==> src/rtl/ifetch_issue_pkg.sv <==
// Shared types for the instruction fetch front end: FSM states, the
// per-instruction record handed to the fetch stage, and small helpers.
package ifetch_issue_pkg;

  typedef enum logic [1:0] {
    REQ,
    HOLD,
    DROP,
    HALT
  } ifetch_state_t;

  localparam int INSTR_BYTES = 4;

  typedef struct packed {
    logic        valid;
    logic [31:0] raw_instr;
    logic [63:0] pc;
    logic        misalign;
  } ifetch_out_t;

  function automatic logic is_misaligned(input logic [1:0] low_bits);
    return low_bits != 2'b00;
  endfunction

endpackage

==> src/rtl/ifetch_issue_skid_buf.sv <==
// One-entry holding buffer for a fetched instruction that arrived while the
// fetch stage was stalled; the entry's valid bit doubles as the full flag.
module ifetch_skid_buf
  import ifetch_issue_pkg::*;
(
  input  logic        clk,
  input  logic        reset,
  input  logic        push,
  input  ifetch_out_t push_data,
  input  logic        pop,
  input  logic        flush,
  output ifetch_out_t data
);

  ifetch_out_t entry_q;

  always_ff @(posedge clk) begin
    if (reset || flush) begin
      entry_q <= '0;
    end else if (push) begin
      entry_q <= push_data;
    end else if (pop) begin
      entry_q <= '0;
    end
  end

  assign data = entry_q;

endmodule

==> src/rtl/ifetch_issue.sv <==
// Fetch front end: owns the PC, issues ibus requests and presents one
// registered instruction record to the fetch stage, honouring stall and redirect.
module ifetch_issue
  import ifetch_issue_pkg::*;
#(
  parameter logic [63:0] RESET_PC = 64'h8000_0000
) (
  input  logic        clk,
  input  logic        reset,
  output logic        ireq_valid,
  output logic [63:0] ireq_addr,
  input  logic        iresp_data_ok,
  input  logic [31:0] iresp_data,
  input  logic        stall,
  input  logic        redirect_valid,
  input  logic [63:0] redirect_pc,
  output logic        instr_valid,
  output logic [31:0] raw_instr,
  output logic [63:0] pc,
  output logic        instr_misalign
);

  ifetch_state_t state_q;
  logic [63:0]   pc_q;
  logic [63:0]   drop_addr_q;
  ifetch_out_t   out_q;
  ifetch_out_t   buf_data;
  ifetch_out_t   fetched;
  logic          misaligned;
  logic          slot_free;
  logic          buf_push;
  logic          buf_pop;

  assign misaligned = is_misaligned(pc_q[1:0]);
  assign slot_free  = !out_q.valid || !stall;

  // DROP keeps presenting the pre-redirect address so the bus never sees a withdrawn request
  assign ireq_valid = ((state_q == REQ) && !misaligned) || (state_q == DROP);
  assign ireq_addr  = (state_q == DROP) ? drop_addr_q : pc_q;

  assign fetched = '{valid: 1'b1, raw_instr: iresp_data, pc: pc_q, misalign: 1'b0};

  assign buf_push = !reset && !redirect_valid && (state_q == REQ) && !misaligned
                    && iresp_data_ok && !slot_free;
  assign buf_pop  = !reset && !redirect_valid && (state_q == HOLD) && slot_free;

  ifetch_skid_buf u_skid_buf (
    .clk      (clk),
    .reset    (reset),
    .push     (buf_push),
    .push_data(fetched),
    .pop      (buf_pop),
    .flush    (redirect_valid),
    .data     (buf_data)
  );

  always_ff @(posedge clk) begin
    if (reset) begin
      state_q     <= REQ;
      pc_q        <= RESET_PC;
      drop_addr_q <= '0;
      out_q       <= '0;
    end else if (redirect_valid) begin
      out_q <= '0;
      pc_q  <= redirect_pc;
      if (ireq_valid && !iresp_data_ok) begin
        state_q     <= DROP;
        drop_addr_q <= ireq_addr;
      end else begin
        state_q <= REQ;
      end
    end else begin
      // A consumed record retires unless something below reloads the slot
      if (slot_free) begin
        out_q.valid    <= 1'b0;
        out_q.misalign <= 1'b0;
      end
      case (state_q)
        REQ: begin
          if (misaligned) begin
            if (slot_free) begin
              out_q   <= '{valid: 1'b1, raw_instr: 32'h0, pc: pc_q, misalign: 1'b1};
              state_q <= HALT;
            end
          end else if (iresp_data_ok) begin
            pc_q <= pc_q + 64'(INSTR_BYTES);
            if (slot_free) begin
              out_q <= fetched;
            end else begin
              state_q <= HOLD;
            end
          end
        end
        HOLD: begin
          if (slot_free) begin
            out_q   <= buf_data;
            state_q <= REQ;
          end
        end
        DROP: begin
          if (iresp_data_ok) begin
            state_q <= REQ;
          end
        end
        HALT: begin
          state_q <= HALT;
        end
      endcase
    end
  end

  assign instr_valid    = out_q.valid;
  assign raw_instr      = out_q.raw_instr;
  assign pc             = out_q.pc;
  assign instr_misalign = out_q.misalign;

endmodule

==> config.mk <==
export PLATFORM = sky130hd
export DESIGN_NAME = ifetch_issue
export DESIGN_NICKNAME = d
export VERILOG_FILES = /design/src/rtl/ifetch_issue_pkg.sv /design/src/rtl/ifetch_issue_skid_buf.sv /design/src/rtl/ifetch_issue.sv
export SDC_FILE = /design/constraint.sdc
export NUM_CORES = 1
export LEC_CHECK = 0
export BUFFER_PORTS_ARGS = -buffer_cell sky130_fd_sc_hd__clkbuf_2
export CAP_MARGIN = 20
export CORE_UTILIZATION = 60
export DETAILED_ROUTE_END_ITERATION = 6
export HOLD_SLACK_MARGIN = 0.08
export PLACE_DENSITY = 0.85
export SYNTH_ARGS = -nofsm -noshare
export SYNTH_HDL_FRONTEND = slang
export SYNTH_SLANG_ARGS = --single-unit
==> constraint.sdc <==
create_clock -name clk -period 7.09 [get_ports clk]
set_input_delay 1.418 -clock clk [delete_from_list [all_inputs] [get_ports clk]]
set_output_delay 1.418 -clock clk [all_outputs]
set_load 0.02 [all_outputs]
==> results of run 1 <==
metrics by stage:
step / util (%) / power, mW / std cells / area (um2) / hold slack [ns]
2_1_floorplan: - / 2.63 / 1752 / 14900 / 0.427
3_3_place_gp: 65.5 / 2.88 / 2170 / 15900 / 0.445
3_5_place_dp: 65.7 / 2.90 / 2172 / 16000 / 0.456
4_1_cts: 70.2 / 4.63 / 2233 / 17100 / 0.463
5_1_grt: 70.3 / 4.80 / 2234 / 17100 / 0.482
6_report: 70.3 / 4.64 / 2234 / 17100 / 0.465
state kept, by name, summed over array words and instances (netlist names):
name	count
instr_valid	1
raw_instr	32
instr_misalign	1
pc	64
state_q	2
pc_q	64
drop_addr_q	64
u_skid_buf.data	97
placed cells by master (no fill, tap or decap), drive strengths merged, types with 12 or more instances in the layout:
master	count
a221oi	97
nand3	120
nor3	117
nand4	42
o21ai	28
mux2i	81
a21oi	107
or4	13
clkbuf	312
xnor2	29
inv	20
nand2	151
nor4	28
nor2	222
mux2	57
a211oi	24
and3	16
a311oi	12
and4	12
dfxtp	325
buf	16
or3	16
critical path: cells and delay by family, from the launching register on:
family     cells  cell delay (ns)
buf+inv        3             0.92
mux            1             0.45
flops          1             0.33
fa+ha+maj      1             0.17
kinds of logic after synthesis:
| family | synth area share (%) |
|---|---|
| compound gates | 13.6 |
| simple gates | 24.6 |
| buf+inv | 6.18 |
| xor+xnor | 1.71 |
| flops | 43.7 |
| mux | 9.78 |
| fa+ha+maj | 0.420 |
power groups by stage:
stage	Sequential (mW)	Clock (mW)	Combinational, mW
floorplan	2.06	0	0.575
global placement	2.06	0	0.823
detailed placement	2.06	0	0.842
CTS	2.02	1.76	0.847
global route	2.04	1.84	0.923
finish	2.03	1.75	0.857
worst max-delay path by stage:
| stage | slack [ns] | startpoint | end |
|---|---|---|---|
| final | 3.13 | state_q[0] | ireq_addr[44] |
| after global routing | 3.06 | state_q[0] | ireq_addr[44] |
| after CTS | 3.16 | state_q[0] | ireq_addr[0] |
| after detailed placement | 2.97 | redirect_valid | u_skid_buf.data[1] |
| after global placement | 3.01 | redirect_valid | u_skid_buf.data[2] |
| after floorplan | 3.90 | iresp_data_ok | pc_q[44] |
routing by layer:
layer	part of all wire, %	vias up
met5	0	-
met3	12	159
met1	39	6749
met2	45	1002
li1	-	6586
met4	3.8	0
cells in the mapped netlist (all sizes together), types with 2 or more instances:
cell           n  share of area [%]
nor3b          2               0.10
a2111oi        3               0.30
a311oi        12               0.71
nor4          28                1.3
nor2b          6               0.25
a21oi        107                3.6
and2           6               0.26
nand2        151                3.8
a31o           3               0.18
nand4         42                1.9
dfxtp        325                 44
and4          12               0.72
nor3         117                3.9
buf           49                2.0
o21a           2               0.10
o211a          3               0.20
ha             5               0.42
nor4b          2               0.12
or2            4               0.17
clkbuf       130                3.6
nand3        120                4.0
mux2i         81                5.4
a22oi          4               0.20
nor2         222                5.6
inv           18               0.45
o21ai         28               0.94
a21o           2               0.10
dlygate4sd1    2               0.12
and3          16               0.68
a31oi          2              0.084
or4           13               0.71
a211oi        24                1.2
nor4bb         2               0.13
mux2          57                4.3
xnor2         29                1.7
or3           16               0.68
a221oi        97                5.7
layout make-up:
type,count,area (um2)
multi-input combinational,1228,7540
fill,1889,7230
sequential,325,6510
timing repair buffer,278,1480
clock buffer,50,981
tap,324,405
clock inverter,11,104
inverter,18,67.6
==> insert_results.sql, run 1 <==
INSERT INTO impl_metrics (metric_group, metric, value, unit) VALUES
('critical_path', 'slowest_stage_cell_crit_path', 'sky130_fd_sc_hd__buf_4', ''),
('critical_path', 'r2r_start', 'state_q[1]', ''),
('finish', 'synthToLayoutAreaGrowth', '14.7', '%'),
('sta', 'period_utilization', '55.8', '%'),
('die', 'floorplan.initialDensity', '61.2', '%'),
('clocking', 'holdBufCountCts', '0', ''),
('synthesis', 'syn_avg_cell_area', '8.50', 'um2'),
('global_route', 'grt_use_met3', '6.72', '%'),
('placed_design', 'port-buffer-count', '263', ''),
('die', 'chipHeight', '160', 'um'),
('synthesis', 'synth_cell_types', '64', ''),
('global_route', 'antenna_found_initial', '0', ''),
('synthesis', 'post_synthesis_instance_area', '14900', 'um2'),
('sta', 'slew_headroom', '24.3', '%'),
('power_and_ir_drop', 'net-switching-power', '1.42', 'mW'),
('detailed_routing', 'via_count', '14500', ''),
('sta', 'setup_ws', '3.13', 'ns'),
('detailed_routing', 'drt_pre_antenna_iters', '6', ''),
('outcome', 'status', 'completed', ''),
('flow_run', 'drv_cap', '0', ''),
('detailed_routing', 'route.detailed.vias_per_inst', '6.49', ''),
('clocking', 'cts-buffers-inserted', '34', ''),
('finish', 'num_antenna_cells', '0', ''),
('global_route', 'grtUsageMet1', '46.9', '%'),
('clocking', 'postCtsSetupBuffers', '0', ''),
('synthesis', 'async_s_r_ff_share_synth', '0', '%'),
('worst_hold_path', 'worst_hold_path.endpoint', 'instr_misalign', ''),
('power_and_ir_drop', 'combinationalPowerShare', '18.5', '%'),
('critical_path', 'critical_path_required', '5.67', 'ns'),
('sta', 'finalHoldViolations', '0', ''),
('power_and_ir_drop', 'proportion_of_power_drawn_by_flip_flops_and_latches', '43.8', '%'),
('die', 'die_area', '25500', 'um2'),
('detailed_routing', 'detailedRoute.firstIterationViolations', '2111', ''),
('critical_path', 'critical_path.startpoint_type', 'register', ''),
('sta', 'grt_setup_unrepaired', 'false', ''),
('critical_path', 'worst_path_largest_cell_delay', '0.65', 'ns'),
('power_and_ir_drop', 'clockPowerShare', '37.7', '%'),
('critical_path', 'critPathMaxFanout', '74', ''),
('synthesis', 'synthesis.instances', '1752', ''),
('clocking', 'clock-sinks', '325', ''),
('global_route', 'number_of_global_route_vias_before_repair', '13100', ''),
('synthesis', 'synth_edf_count', '0', ''),
('die', 'design.core.area', '24300', 'um2'),
('detailed_routing', 'route.detailed.drc', '0', ''),
('clocking', 'cts_tree', 'built', ''),
('die', 'die_w', '160', 'um'),
('critical_path', 'reg2reg_to', 'pc_q[47]', ''),
('placed_design', 'place_congestion', '0.971', ''),
('power_and_ir_drop', 'power_density', '271', 'nW/um2'),
('worst_hold_path', 'timing.hold.worst.start', 'instr_misalign', ''),
('placed_design', 'dp_slack', '2.97', 'ns'),
('clocking', 'number_of_buffers_on_the_longest_clock_path', '3', ''),
('clocking', 'clock_latency', '0.52', 'ns'),
('global_route', 'global_route.usage.met2', '53.3', '%'),
('synthesis', 'synth.yosys.seq_area_share', '43.7', '%'),
('worst_hold_path', 'hold_path.class', 'reg2reg', ''),
('synthesis', 'ys_warn_count', '0', ''),
('clocking', 'clk_pin_slew', '0.06', 'ns'),
('critical_path', 'worst-setup-path-type', 'reg2out', ''),
('sta', 'tightestPinTransition', '1.13', 'ns'),
('detailed_routing', 'postRouteWirelength', '45.0', 'mm'),
('sta', 'post-route-min-period', '3.96', 'ns'),
('finish', 'design.final.nets', '1991', ''),
('die', 'floorplan.io_pins', '264', ''),
('clocking', 'cts_h_tree_lvls', '2', ''),
('finish', 'fraction_of_final_layout_cells_with_drive_strength_greater_than_1', '21.8', '%'),
('detailed_routing', 'average_detailed_routed_wire_length_per_instance', '20.2', 'um'),
('placed_design', 'place_hpwl', '28.9', 'mm'),
('global_route', 'globalRoute.totalOverflow', '0', ''),
('synthesis', 'synth_flop_cell', 'sky130_fd_sc_hd__dfxtp_1', ''),
('critical_path', 'critical_path.endpoint_type', 'primary output', '');
Power figures use the tool's default switching activity.
==> run 2, diff against run 1 <==
Settings changed: CORE_UTILIZATION 60 to 51, PLACE_DENSITY 0.85 to 0.77.
Clock period 7.09 ns to 3.4 ns, I/O delays scaled along.
==> run 2 against run 1 <==
  * Utilization shrank 9.7 points
  * Critical path depth is the same
  * Flip-flop and latch count is the same
  * Count of clock-buffer cells in the layout is the same
  * Sequential share of layout area shrank 0.67 points
  * First-iteration DRC count shrank 18%
  * Final cell count grew 3.7%
  * Hold slack lost 0.055 ns
  * Setup slack lost 2.7 ns
  * Critical endpoint is now ireq_addr[6]
  * Largest cell class unchanged
  * Largest power group unchanged
==> insert_results.sql, run 2 (synthesis results as in run 1) <==
INSERT INTO impl_metrics (metric_group, metric, value, unit) VALUES
('outcome', 'status', 'completed', ''),
('critical_path', 'worstPathCellList', 'inv_1, ha_2, buf_4, mux2_2, clkbuf_2', ''),
('power_and_ir_drop', 'power.leakage', '6.59', 'nW'),
('die', 'design.core.area', '28700', 'um2'),
('placed_design', 'port-buffer-count', '263', ''),
('sta', 'final-max-slew-violation-count', '0', ''),
('clocking', 'cts_h_tree_lvls', '2', ''),
('sta', 'worst_clock_skew', '0.0249', 'ns'),
('clocking', 'number_of_buffers_on_the_longest_clock_path', '3', ''),
('critical_path', 'timing.critical_path.max_delay_family', 'buffers and inverters', ''),
('finish', 'most_common_cell_after_layout_fill_and_taps_aside', 'sky130_fd_sc_hd__dfxtp_1', ''),
('finish', 'layout_common_cells', '325 x sky130_fd_sc_hd__dfxtp_1, 262 x sky130_fd_sc_hd__clkbuf_2, 221 x sky130_fd_sc_hd__nor2_1', ''),
('sta', 'setup_viol_count_final', '0', ''),
('placed_design', 'post_dp_cell_area', '16400', 'um2'),
('clocking', 'cts-buffers-inserted', '35', ''),
('sta', 'tightestPinTransition', '1.02', 'ns'),
('worst_hold_path', 'hold_path.class', 'in2reg', ''),
('critical_path', 'crit_buf_inv', '3', ''),
('critical_path', 'critical_path_required', '2.72', 'ns'),
('critical_path', 'worst-r2r-setup-slack', '0.48', 'ns'),
('finish', 'postLayoutCoreUtil', '60.6', '%'),
('global_route', 'antenna_found_initial', '0', ''),
('detailed_routing', 'postRouteWirelength', '46.7', 'mm'),
('clocking', 'postCtsSetupBuffers', '0', ''),
('flow_run', 'drv_cap', '0', ''),
('sta', 'grt_setup_unrepaired', 'false', ''),
('critical_path', 'r2r_start', 'state_q[1]', ''),
('detailed_routing', 'detailedRoute.firstIterationViolations', '1737', ''),
('clocking', 'cts.root.buffer_cell', 'sky130_fd_sc_hd__clkbuf_16', ''),
('worst_hold_path', 'worst_hold_path.endpoint', 'pc_q[62]', ''),
('critical_path', 'critical_path.endpoint_type', 'primary output', ''),
('sta', 'period_utilization', '86.4', '%'),
('finish', 'design.final.nets', '2022', ''),
('detailed_routing', 'average_detailed_routed_wire_length_per_instance', '20.2', 'um'),
('power_and_ir_drop', 'power_density', '553', 'nW/um2'),
('clocking', 'clk_pin_slew', '0.06', 'ns'),
('die', 'chipHeight', '173', 'um'),
('sta', 'totalNegativeSetupSlack', '0', 'ns'),
('sta', 'finalHoldViolations', '0', ''),
('detailed_routing', 'drt_pre_antenna_iters', '6', ''),
('clocking', 'clock_latency', '0.51', 'ns'),
('critical_path', 'worst-setup-path-type', 'reg2out', ''),
('critical_path', 'slowest_stage_cell_crit_path', 'sky130_fd_sc_hd__buf_4', ''),
('worst_hold_path', 'worstHoldPathCells', '3', ''),
('detailed_routing', 'antenna_violating_nets_post_route', '0', ''),
('global_route', 'number_of_global_route_vias_before_repair', '13200', ''),
('detailed_routing', 'route.detailed.drc', '0', ''),
('power_and_ir_drop', 'power', '9.62', 'mW'),
('detailed_routing', 'via_count', '14300', ''),
('worst_hold_path', 'timing.hold.worst.start', 'redirect_pc[62]', ''),
('sta', 'fmaxAchievable', '340', 'MHz'),
('clocking', 'post_cts.resized_instances', '0', ''),
('placed_design', 'place_hpwl', '31.1', 'mm'),
('critical_path', 'critPathMaxFanout', '39', ''),
('die', 'placementRows', '62', ''),
('critical_path', 'cp_data_arrival_time', '2.26', 'ns'),
('die', 'die_area', '29900', 'um2'),
('sta', 'slew_headroom', '31.6', '%'),
('critical_path', 'reg2regPathDepth', '7', ''),
('finish', 'largest_register_ffs', '97', ''),
('power_and_ir_drop', 'irDropWorstVdd', '0.330', 'mV'),
('critical_path', 'reg2reg_to', 'pc_q[32]', ''),
('die', 'floorplan.io_pins', '264', ''),
('detailed_routing', 'route.detailed.vias_per_inst', '6.18', ''),
('placed_design', 'place_congestion', '0.944', ''),
('finish', 'post-route-cell-area', '17400', 'um2'),
('finish', 'synthToLayoutAreaGrowth', '16.8', '%'),
('global_route', 'grt_first_pass_wirelength', '73.6', 'mm'),
('clocking', 'cts_tree', 'built', ''),
('die', 'floorplan.initialDensity', '51.9', '%'),
('sta', 'post-route-min-period', '2.94', 'ns'),
('global_route', 'globalRoute.totalOverflow', '0', ''),
('critical_path', 'worst_path_largest_cell_delay', '0.47', 'ns'),
('global_route', 'grt_max_degree', '149', ''),
('finish', 'fraction_of_final_layout_cells_with_drive_strength_greater_than_1', '22.9', '%'),
('clocking', 'holdBufCountCts', '0', ''),
('critical_path', 'critical_path.startpoint_type', 'register', ''),
('finish', 'nFillCells', '2516', ''),
('clocking', 'clock-sinks', '325', ''),
('die', 'die_w', '173', 'um'),
('finish', 'num_antenna_cells', '0', ''),
('global_route', 'groute.usage.overall', '30.2', '%');
run 2: changes by cell type in the layout (fill, tap and decap cells not counted), sizes merged:
cell,previous run,this run
inv,20,19
buf,16,46
clkinvlp,2,1
clkinv,6,2
bufinv,1,0
run 2: per-layer routing:
metal	vias up	global-route usage, %	wire length [um]
li1	6668	-	-
met1	6836	43.9	20800
met2	727	47.0	20800
met3	83	4.18	4000
met4	0	8.15	1080
met5	-	0	0
run 2: worst max-delay path by stage:
stage | from | end | slack [ns] | depth (start not counted)
3_3_place_gp | iresp_data_ok | pc_q[60] | 0.61 | 7
6_report | state_q[0] | ireq_addr[6] | 0.46 | 5
5_1_grt | state_q[1] | pc_q[32] | 0.29 | 7
3_5_place_dp | iresp_data_ok | pc_q[32] | 0.57 | 6
2_1_floorplan | state_q[0] | pc_q[44] | 0.93 | 9
4_1_cts | state_q[0] | ireq_addr[6] | 0.46 | 5
run 2: layout make-up:
| type | instances | area [um2] | share of cell area, % |
|---|---|---|---|
| multi-input cells | 1228 | 7540 | 43.4 |
| clock buffers | 50 | 1010 | 5.82 |
| repair buffers | 308 | 1760 | 10.1 |
| flip-flops and latches | 325 | 6510 | 37.4 |
| clock inverters | 4 | 30.0 | 0.173 |
| well taps | 384 | 480 | 2.76 |
| inverters | 18 | 67.6 | 0.388 |
run 2: tightest hold or removal path, stage by stage:
cell and delay (ns):
sky130_fd_sc_hd__clkbuf_2 0.10, sky130_fd_sc_hd__nand2_1 0.05, sky130_fd_sc_hd__nand3_1 0.06
run 2: power breakdown:
group	total [mW]	internal, mW	switching [mW]
clock network	3.55	2.05	1.49
registers	4.20	3.99	0.208
logic	1.87	0.656	1.21
run 2: through the flow:
step | setup WS, ns | instances | hold WS, ns
after global routing | 0.295 | 2317 | 0.403
after global placement | 0.611 | 2263 | 0.438
after CTS | 0.458 | 2317 | 0.384
after floorplan | 0.929 | 1752 | 0.427
final | 0.461 | 2317 | 0.410
after detailed placement | 0.566 | 2263 | 0.455
==> run 3, diff against run 2 <==
Clock period 3.4 ns to 2.5 ns, I/O delays scaled along.
==> run 3 against run 2 <==
  * The run now ends with setup timing left
  * Count of clock-buffer cells in the layout fell by 4
  * Clock skew down 0.0081 ns
  * Setup slack got worse by 0.48 ns
  * Hold slack worse by 0.20 ns
  * Final cell count increased by 3.8%
  * Sequential share of layout area is 1.8 points lower
  * Combinational power grew 49%
  * Routed wire length grew 3.4%
  * Clock power grew 48%
  * Sequential power rose by 35%
  * Final area rose by 5.3%
  * Global-route usage increased by 0.79 points
  * Critical endpoint is now ireq_addr[38]
==> insert_results.sql, run 3 (synthesis results as in run 1) <==
INSERT INTO impl_metrics (metric_group, metric, value, unit) VALUES
('outcome', 'status', 'finished with violations', ''),
('outcome', 'failed_checks', 'setup timing', ''),
('detailed_routing', 'detailedRoute.firstIterationViolations', '1666', ''),
('clocking', 'clock-sinks', '325', ''),
('die', 'design.core.area', '28700', 'um2'),
('clocking', 'cts_h_tree_lvls', '2', ''),
('die', 'die_w', '173', 'um'),
('placed_design', 'dp_slack', '-0.0611', 'ns'),
('global_route', 'grt_first_pass_wirelength', '74.8', 'mm'),
('clocking', 'clk_pin_slew', '0.06', 'ns'),
('global_route', 'grt_max_degree', '123', ''),
('sta', 'post-route-min-period', '2.52', 'ns'),
('clocking', 'clock_latency', '0.52', 'ns'),
('flow_run', 'drv_cap', '0', ''),
('power_and_ir_drop', 'power_density', '748', 'nW/um2'),
('sta', 'tightestPinTransition', '0.721', 'ns'),
('critical_path', 'critical_path.endpoint_type', 'primary output', ''),
('detailed_routing', 'postRouteWirelength', '48.3', 'mm'),
('sta', 'worst_clock_skew', '0.0168', 'ns'),
('finish', 'nFillCells', '2442', ''),
('finish', 'num_antenna_cells', '0', ''),
('critical_path', 'critPathMaxFanout', '36', ''),
('sta', 'slew_headroom', '51.9', '%'),
('power_and_ir_drop', 'irDropWorstVdd', '0.471', 'mV'),
('finish', 'postLayoutCoreUtil', '63.8', '%'),
('sta', 'fmaxAchievable', '397', 'MHz'),
('clocking', 'cts-buffers-inserted', '35', ''),
('detailed_routing', 'route.detailed.drc', '0', ''),
('global_route', 'groute.usage.overall', '31.0', '%'),
('detailed_routing', 'via_count', '14700', ''),
('global_route', 'number_of_global_route_vias_before_repair', '13500', ''),
('global_route', 'globalRoute.totalOverflow', '0', ''),
('critical_path', 'worst-setup-path-type', 'reg2out', ''),
('sta', 'final-max-slew-violation-count', '0', ''),
('finish', 'fraction_of_final_layout_cells_with_drive_strength_greater_than_1', '27.2', '%'),
('placed_design', 'port-buffer-count', '263', ''),
('detailed_routing', 'route.detailed.vias_per_inst', '6.10', ''),
('finish', 'layout_common_cells', '319 x sky130_fd_sc_hd__dfxtp_1, 252 x sky130_fd_sc_hd__clkbuf_2, 221 x sky130_fd_sc_hd__nor2_1', ''),
('sta', 'setup_viol_count_final', '4', ''),
('placed_design', 'place_congestion', '0.929', ''),
('critical_path', 'critical_path_required', '2.00', 'ns'),
('detailed_routing', 'antenna_violating_nets_post_route', '0', ''),
('finish', 'synthToLayoutAreaGrowth', '22.9', '%'),
('finish', 'most_common_cell_after_layout_fill_and_taps_aside', 'sky130_fd_sc_hd__dfxtp_1', ''),
('sta', 'setup_ws', '-0.0164', 'ns'),
('detailed_routing', 'drt_pre_antenna_iters', '6', ''),
('placed_design', 'dp.cells', '2337', ''),
('die', 'floorplan.io_pins', '264', ''),
('clocking', 'cts.root.buffer_cell', 'sky130_fd_sc_hd__clkbuf_16', ''),
('die', 'die_area', '29900', 'um2'),
('finish', 'largest_register_ffs', '97', ''),
('die', 'placementRows', '62', ''),
('global_route', 'antenna_found_initial', '0', ''),
('clocking', 'number_of_buffers_on_the_longest_clock_path', '3', ''),
('die', 'chipHeight', '173', 'um'),
('worst_hold_path', 'hold_path.class', 'in2reg', ''),
('finish', 'design.final.nets', '2102', ''),
('critical_path', 'critical_path.startpoint_type', 'register', ''),
('die', 'floorplan.initialDensity', '51.9', '%'),
('sta', 'period_utilization', '101', '%'),
('finish', 'post_layout_nonfiller_instances', '2405', ''),
('critical_path', 'cp_data_arrival_time', '2.02', 'ns'),
('power_and_ir_drop', 'power.leakage', '7.10', 'nW'),
('sta', 'finalHoldViolations', '0', ''),
('sta', 'hold-worst-slack', '0.210', 'ns'),
('detailed_routing', 'average_detailed_routed_wire_length_per_instance', '20.1', 'um'),
('clocking', 'cts_tree', 'built', ''),
('sta', 'grt_setup_unrepaired', 'true', ''),
('placed_design', 'place_hpwl', '32.0', 'mm'),
('clocking', 'holdBufCountCts', '0', '');
-- run 3: cell count changes in the layout (fill, tap and decap cells not counted), moves of 5 or more --
cell / before / now
sky130_fd_sc_hd__buf_12: 8 / 15
sky130_fd_sc_hd__buf_2: 0 / 9
sky130_fd_sc_hd__buf_4: 38 / 106
sky130_fd_sc_hd__clkbuf_2: 262 / 252
sky130_fd_sc_hd__clkinv_2: 1 / 6
sky130_fd_sc_hd__dfxtp_1: 325 / 319
sky130_fd_sc_hd__dfxtp_2: 0 / 6
-- run 3: worst max-delay path, cell delays in order, from the launching register on --
cell,delay [ns]
sky130_fd_sc_hd__dfxtp_1,0.34
sky130_fd_sc_hd__inv_2,0.10
sky130_fd_sc_hd__ha_4,0.23
sky130_fd_sc_hd__buf_12,0.24
sky130_fd_sc_hd__mux2_2,0.39
sky130_fd_sc_hd__clkbuf_2,0.17
-- run 3: worst paths after layout --
check	startpoint	endpoint	slack, ns	cells past startpoint
worst min-delay path	redirect_pc[3]	pc_q[3]	0.21	3
worst max-delay path	state_q[0]	ireq_addr[38]	-0.02	5
worst max register to register	pc_q[6]	pc_q[47]	0.06	5
worst min register to register	instr_misalign	instr_misalign	0.46	2
-- run 3: what timing repair did --
action | 4_1_cts | 5_1_grt
gates cloned | 0 | 2
resized for setup | 8 | 28
endpoints found under the setup margin | 68 | 89
pin swaps | 2 | 7
buffers inserted | 3 | 2
hold endpoints to repair | 0 | 0
-- run 3: layout make-up --
cell class	instances	area, um2	share of cell area, %
tap	384	480	2.62
timing repair buffer	386	2460	13.5
sequential	325	6510	35.6
multi-input combinational	1230	7620	41.6
inverter	18	67.6	0.369
clock inverter	16	183	0.998
clock buffer	46	978	5.34
-- run 3: power by group --
part	total [mW]	switching, mW	internal (mW)
logic	2.79	1.77	1.02
clock network	5.26	2.18	3.09
registers	5.65	0.214	5.43
total	13.7	4.16	9.54
-- run 3: through the flow --
step / power, mW / cell area, um2 / setup TNS (ns)
final: 13.7 / 18300 / -0.0299
after global routing: 14.2 / 18300 / -0.593
after CTS: 13.7 / 18200 / 0
after detailed placement: 8.45 / 17000 / -0.0611
after global placement: 8.39 / 17000 / -0.0333
after floorplan: 7.47 / 14900 / 0
-- run 3: routing by layer --
metal  up-vias  share of wire [%]  track usage [%]
li1       6836                  -                -
met1      6955                 42             42.7
met2       786                 46             48.8
met3       103                9.9             6.33
met4         0                2.9             9.66
met5         -                  0                0
